===== src/rtl/instr_pipeline_buffer.sv =====
// Inter-stage instruction FIFO with valid/ready on both sides. Head entries whose epoch
// differs from the live branch epoch are presented as NOP and counted when popped.
module instr_pipeline_buffer #(
    parameter int unsigned              INSTR_W  = 32,
    parameter int unsigned              EPOCH_W  = 2,
    parameter int unsigned              DEPTH    = 2,
    parameter logic [INSTR_W-1:0]       NOP      = 32'hE320F000,
    parameter int unsigned              SQ_CNT_W = 16
) (
    input  logic                        clk,
    input  logic                        rst_n,
    input  logic                        in_valid,
    output logic                        in_ready,
    input  logic [INSTR_W-1:0]          in_instr,
    input  logic [EPOCH_W-1:0]          in_epoch,
    input  logic [EPOCH_W-1:0]          cur_epoch,
    input  logic                        flush,
    output logic                        out_valid,
    input  logic                        out_ready,
    output logic [INSTR_W-1:0]          out_instr,
    output logic [EPOCH_W-1:0]          out_epoch,
    output logic                        out_squashed,
    output logic [$clog2(DEPTH):0]      count,
    output logic [SQ_CNT_W-1:0]         squash_cnt
);

    localparam int unsigned PTR_W = $clog2(DEPTH);
    localparam int unsigned CNT_W = PTR_W + 1;
    localparam logic [CNT_W-1:0]    FULL   = CNT_W'(DEPTH);
    localparam logic [SQ_CNT_W-1:0] SQ_MAX = {SQ_CNT_W{1'b1}};

    logic [INSTR_W-1:0] instr_q [DEPTH];
    logic [EPOCH_W-1:0] epoch_q [DEPTH];
    logic [PTR_W-1:0]   wr_ptr_q, wr_ptr_d;
    logic [PTR_W-1:0]   rd_ptr_q, rd_ptr_d;
    logic [CNT_W-1:0]   count_q, count_d;
    logic [SQ_CNT_W-1:0] sq_cnt_q, sq_cnt_d;

    logic               push, pop;
    logic [INSTR_W-1:0] head_instr;
    logic [EPOCH_W-1:0] head_epoch;

    assign head_instr = instr_q[rd_ptr_q];
    assign head_epoch = epoch_q[rd_ptr_q];

    always_comb begin
        in_ready     = (count_q != FULL) & ~flush;
        out_valid    = (count_q != '0);
        out_squashed = out_valid & (head_epoch != cur_epoch);
        out_instr    = (out_valid & ~out_squashed) ? head_instr : NOP;
        out_epoch    = out_valid ? head_epoch : '0;
        count        = count_q;
        squash_cnt   = sq_cnt_q;
        push         = in_valid & in_ready;
        pop          = out_valid & out_ready;
    end

    always_comb begin
        wr_ptr_d = wr_ptr_q;
        rd_ptr_d = rd_ptr_q;
        count_d  = count_q;
        sq_cnt_d = sq_cnt_q;
        if (flush) begin
            // A pop coinciding with flush is discarded and never reaches squash_cnt.
            wr_ptr_d = '0;
            rd_ptr_d = '0;
            count_d  = '0;
        end else begin
            if (push) wr_ptr_d = wr_ptr_q + 1'b1;
            if (pop)  rd_ptr_d = rd_ptr_q + 1'b1;
            if (push && !pop)      count_d = count_q + 1'b1;
            else if (pop && !push) count_d = count_q - 1'b1;
            if (pop && out_squashed && (sq_cnt_q != SQ_MAX)) sq_cnt_d = sq_cnt_q + 1'b1;
        end
    end

    always_ff @(posedge clk or negedge rst_n) begin
        if (!rst_n) begin
            wr_ptr_q <= '0;
            rd_ptr_q <= '0;
            count_q  <= '0;
            sq_cnt_q <= '0;
        end else begin
            wr_ptr_q <= wr_ptr_d;
            rd_ptr_q <= rd_ptr_d;
            count_q  <= count_d;
            sq_cnt_q <= sq_cnt_d;
        end
    end

    always_ff @(posedge clk or negedge rst_n) begin
        if (!rst_n) begin
            for (int i = 0; i < int'(DEPTH); i++) begin
                instr_q[i] <= NOP;
                epoch_q[i] <= '0;
            end
        end else if (push) begin
            instr_q[wr_ptr_q] <= in_instr;
            epoch_q[wr_ptr_q] <= in_epoch;
        end
    end

endmodule


===== config.mk =====
export PLATFORM = sky130hd
export DESIGN_NAME = instr_pipeline_buffer
export DESIGN_NICKNAME = d
export VERILOG_FILES = /design/src/rtl/instr_pipeline_buffer.sv
export SDC_FILE = /design/constraint.sdc
export NUM_CORES = 1
export LEC_CHECK = 0
export ABC_CLOCK_PERIOD_IN_PS = 1830
export CORE_MARGIN = 2
export CORE_UTILIZATION = 45
export CTS_BUF_LIST = sky130_fd_sc_hd__clkbuf_8 sky130_fd_sc_hd__clkbuf_16
export CTS_CLUSTER_SIZE = 10
export DETAILED_ROUTE_END_ITERATION = 8
export GPL_TIMING_DRIVEN = 0
export PLACE_DENSITY_LB_ADDON = 0.25
export RECOVER_POWER = 100
export SLEW_MARGIN = 10
export SYNTH_ARGS = -nofsm -noshare
export SYNTH_HDL_FRONTEND = slang
export SYNTH_SLANG_ARGS = --single-unit

===== constraint.sdc =====
create_clock -name clk -period 1.83 [get_ports clk]
set_input_delay 0.2745 -clock clk [delete_from_list [all_inputs] [get_ports clk]]
set_output_delay 0.2745 -clock clk [all_outputs]
set_load 0.02 [all_outputs]

==> qor.txt <==
outcome = finished, violations left
failing checks = negative setup slack
Mapped Area = 4125 um2
Max clock buf depth = 2
fin cells = 568
first-pass GRT wire length = 14050 um
DRC = 0
Slew headroom = 51.91%
CTS Buf Count = 9
Post-DRT Antenna Nets = 0
Clock Sinks = 88
final period utilization = 125.0%
RSZ-0062 raised after global routing = true
layout cells sized above 1 = 44.78%
via/cell ratio = 5.173
io pins = 96
Mapped Nets = 365
YS warnings = 0
global route overflow = 0
via count of the first global-routing pass = 2873
# setup viols final = 67
Reg2Reg Setup Slack = -0.10 ns
dpl hpwl = 6011 um
clk slew on worst S/H paths = 0.08 ns
CP Buf/Inv Count = 3
worst endpoint required time = 1.56 ns
pin count of the biggest net entering global routing = 61
type of origin of the critical path = flip-flop
Rows = 34
Synth Instances = 323
starting density of the core = 46.85%
area grow syn2layout = 42.89%
Final Max Tran Viols = 0
P_leak = 2.517 nW
Reg-to-Reg Start = count[0]
Worst Hold Class = primary input to flip-flop
gpl congestion = 0.7248
DRT iter0 DRCs = 119
hold endpoint = count[1]
post-synthesis mux area share = 27.42%
H-tree lvl count = 3
commonest non-fill, non-tap cell in the layout = dfrtp_1
Top Family by Delay on Critical Path = simple AND/OR/NAND/NOR gates
maximum vdd ir drop = 655.8 uV
# fillers = 720
Mapped Avg Cell Area = 12.77 um2
pwr dens = 988.7 nW/um2
worst path cell trace = buf_6 -> mux2i_4 -> xnor2_2 -> nor2_2 -> nand2_4 -> clkbuf_16 -> nor2_4 -> buf_6
worst-skew pair later-pin latency = 0.34 ns
Final #Nets = 497
most frequent cells in the layout = 64 x dfrtp_1, 52 x mux2_2, 44 x clkdlybuf4s50_1
Slowest Stage Delay on Critical Path = 0.38 ns
Worst-Margin Slew = 0.7213 ns
Worst setup EP type = output port
Fin Clk Skew = 0.005308 ns
Fin. Hold Viols = 0
fmax = 0.4373 GHz
compound-gate portion of the synthesized area = 1.122%
Place WS = -0.7493 ns
Max-cap violations = 0
Port Buffers = 94
worst hold start = flush
type of the worst setup path = flip-flop to output port
Cell variety after synth = 39
Finished Core Util = 66.94%
die height = 99.75 um
RR Endpoint = instr_q[7]
DR vias = 2938
Sum Neg Setup Slack = -15.15 ns
Horiz. Die Dim = 99.75 um
placed insts = 526
WHS Path Cells = 2
r2r worst-path depth = 6
Core Area = 8806 um2
first drt pass iteration count = 4
Synth Area in Adders = 0.3033%
register bit total from synthesis = 88
Max stage delay cell, worst path = dfrtp_1
final wirelength = 9116 um
post-route worst setup slack = -0.4566 ns
sequential share of the synthesized area = 53.99%
Ant. Diodes = 0
Post-Synth XOR/XNOR Area = 4.398%
maximum fanout along the worst path = 6
largest family of logic cells by synthesized area = multiplexers
Worst path most repeated cell = buf_6
clk root buf = clkbuf_8
clock tree from TritonCTS = yes
Min Clock Period, post-route = 2.287 ns
Tot GR Track Use = 18.03%
initial antenna violation count = 0
Worst Path Arrival = 2.01 ns
die area = 9949 um2
drt wl/cell = 16.05 um
Simple-Gate Fraction of Synth Area = 10.49%
synth_stat cells (all sizes together):
master	number	area share (%)
a21oi	2	0.24
clkbuf	4	0.39
and3	2	0.30
buf	10	1.5
dfstp	20	13
inv	4	0.36
nand3	3	0.36
nand2b	1	0.15
nor3	10	1.5
nand2	20	1.8
ha	1	0.30
a211oi	1	0.18
o2111ai	1	0.21
nand3b	1	0.18
xnor2	6	1.6
or2	1	0.15
dfrtp	68	41
mux2	69	19
or3	1	0.27
and3b	1	0.21
o21ai	2	0.33
nor4	2	0.46
a31oi	1	0.15
nand4	5	0.91
xor2	13	2.8
mux2i	35	8.5
nor2	39	4.2
where the power goes:
| part | internal [mW] | switching (mW) | total, mW | leakage [nW] |
|---|---|---|---|---|
| registers | 2.52 | 0.294 | 2.81 | 1.04 |
| logic | 1.00 | 0.850 | 1.85 | 1.38 |
| clock network | 0.512 | 0.650 | 1.16 | 0.0958 |
| total | 4.03 | 1.79 | 5.83 | 2.52 |
registers in the layout, summed over array words and instances, names as in the netlist:
| signal | flops |
|---|---|
| rd_ptr_q | 1 |
| count | 2 |
| instr_q | 64 |
| squash_cnt | 16 |
| wr_ptr_q | 1 |
| epoch_q | 4 |
layer usage:
layer,GRT usage (%),wire length (um),vias to the layer above
met2,30.25,4682,66
met5,0,0,-
met1,23.09,3879,1476
met3,4.006,443,9
li1,-,-,1387
met4,6.322,110,0
worst max path at each step:
stage / cells after the start / startpoint / slack [ns] / to
floorplan: 7 / rd_ptr_q / -0.02 / out_instr[10]
global placement: 1 / rst_n / -2.96 / squash_cnt[0]
detailed placement: 8 / rd_ptr_q / -0.75 / out_instr[6]
CTS: 8 / rd_ptr_q / -0.45 / out_instr[29]
global route: 8 / rd_ptr_q / -0.54 / out_instr[18]
finish: 8 / rd_ptr_q / -0.46 / out_instr[18]
final cells by class:
class	instances	area, um2	area share (%)
Multi-Input combinational cell	217	2058	34.92
Clock inverter	6	28.78	0.4882
Clock buffer	10	137.6	2.335
Inverter	4	15.01	0.2547
Tap cell	108	135.1	2.293
Timing Repair Buffer	121	1145	19.42
Sequential cell	88	2232	37.87
Buffer	14	142.6	2.420
kinds of logic after synthesis:
| logic type | after synthesis |
|---|---|
| muxes | 104 |
| DFF | 88 |
| and+or+nand+nor | 86 |
| xor gates and xnor gates | 19 |
| buffers and inverters | 18 |
| AOI/OAI and AO/OA | 7 |
| adders and majority gates | 1 |
timing repair:
item                                   CTS  global route
pin swaps                                8            21
cloned                                   1             3
hold buffers                             1             0
buffers inserted                         9            12
setup endpoints to repair               68           102
resized for setup                      188            89
endpoints found under the hold margin   28             0
per-stage QoR:
| stage | hold slack [ns] | power, mW | cell area (um2) |
|---|---|---|---|
| 2_1_floorplan | -0.02109 | 3.733 | 4131 |
| 3_3_place_gp | 0.4660 | 4.259 | 5207 |
| 3_5_place_dp | 0.2314 | 4.335 | 5233 |
| 4_1_cts | 0.2080 | 5.594 | 5482 |
| 5_1_grt | 0.2283 | 6.154 | 5894 |
| 6_report | 0.2343 | 5.828 | 5894 |
Power figures use the tool's default switching activity.
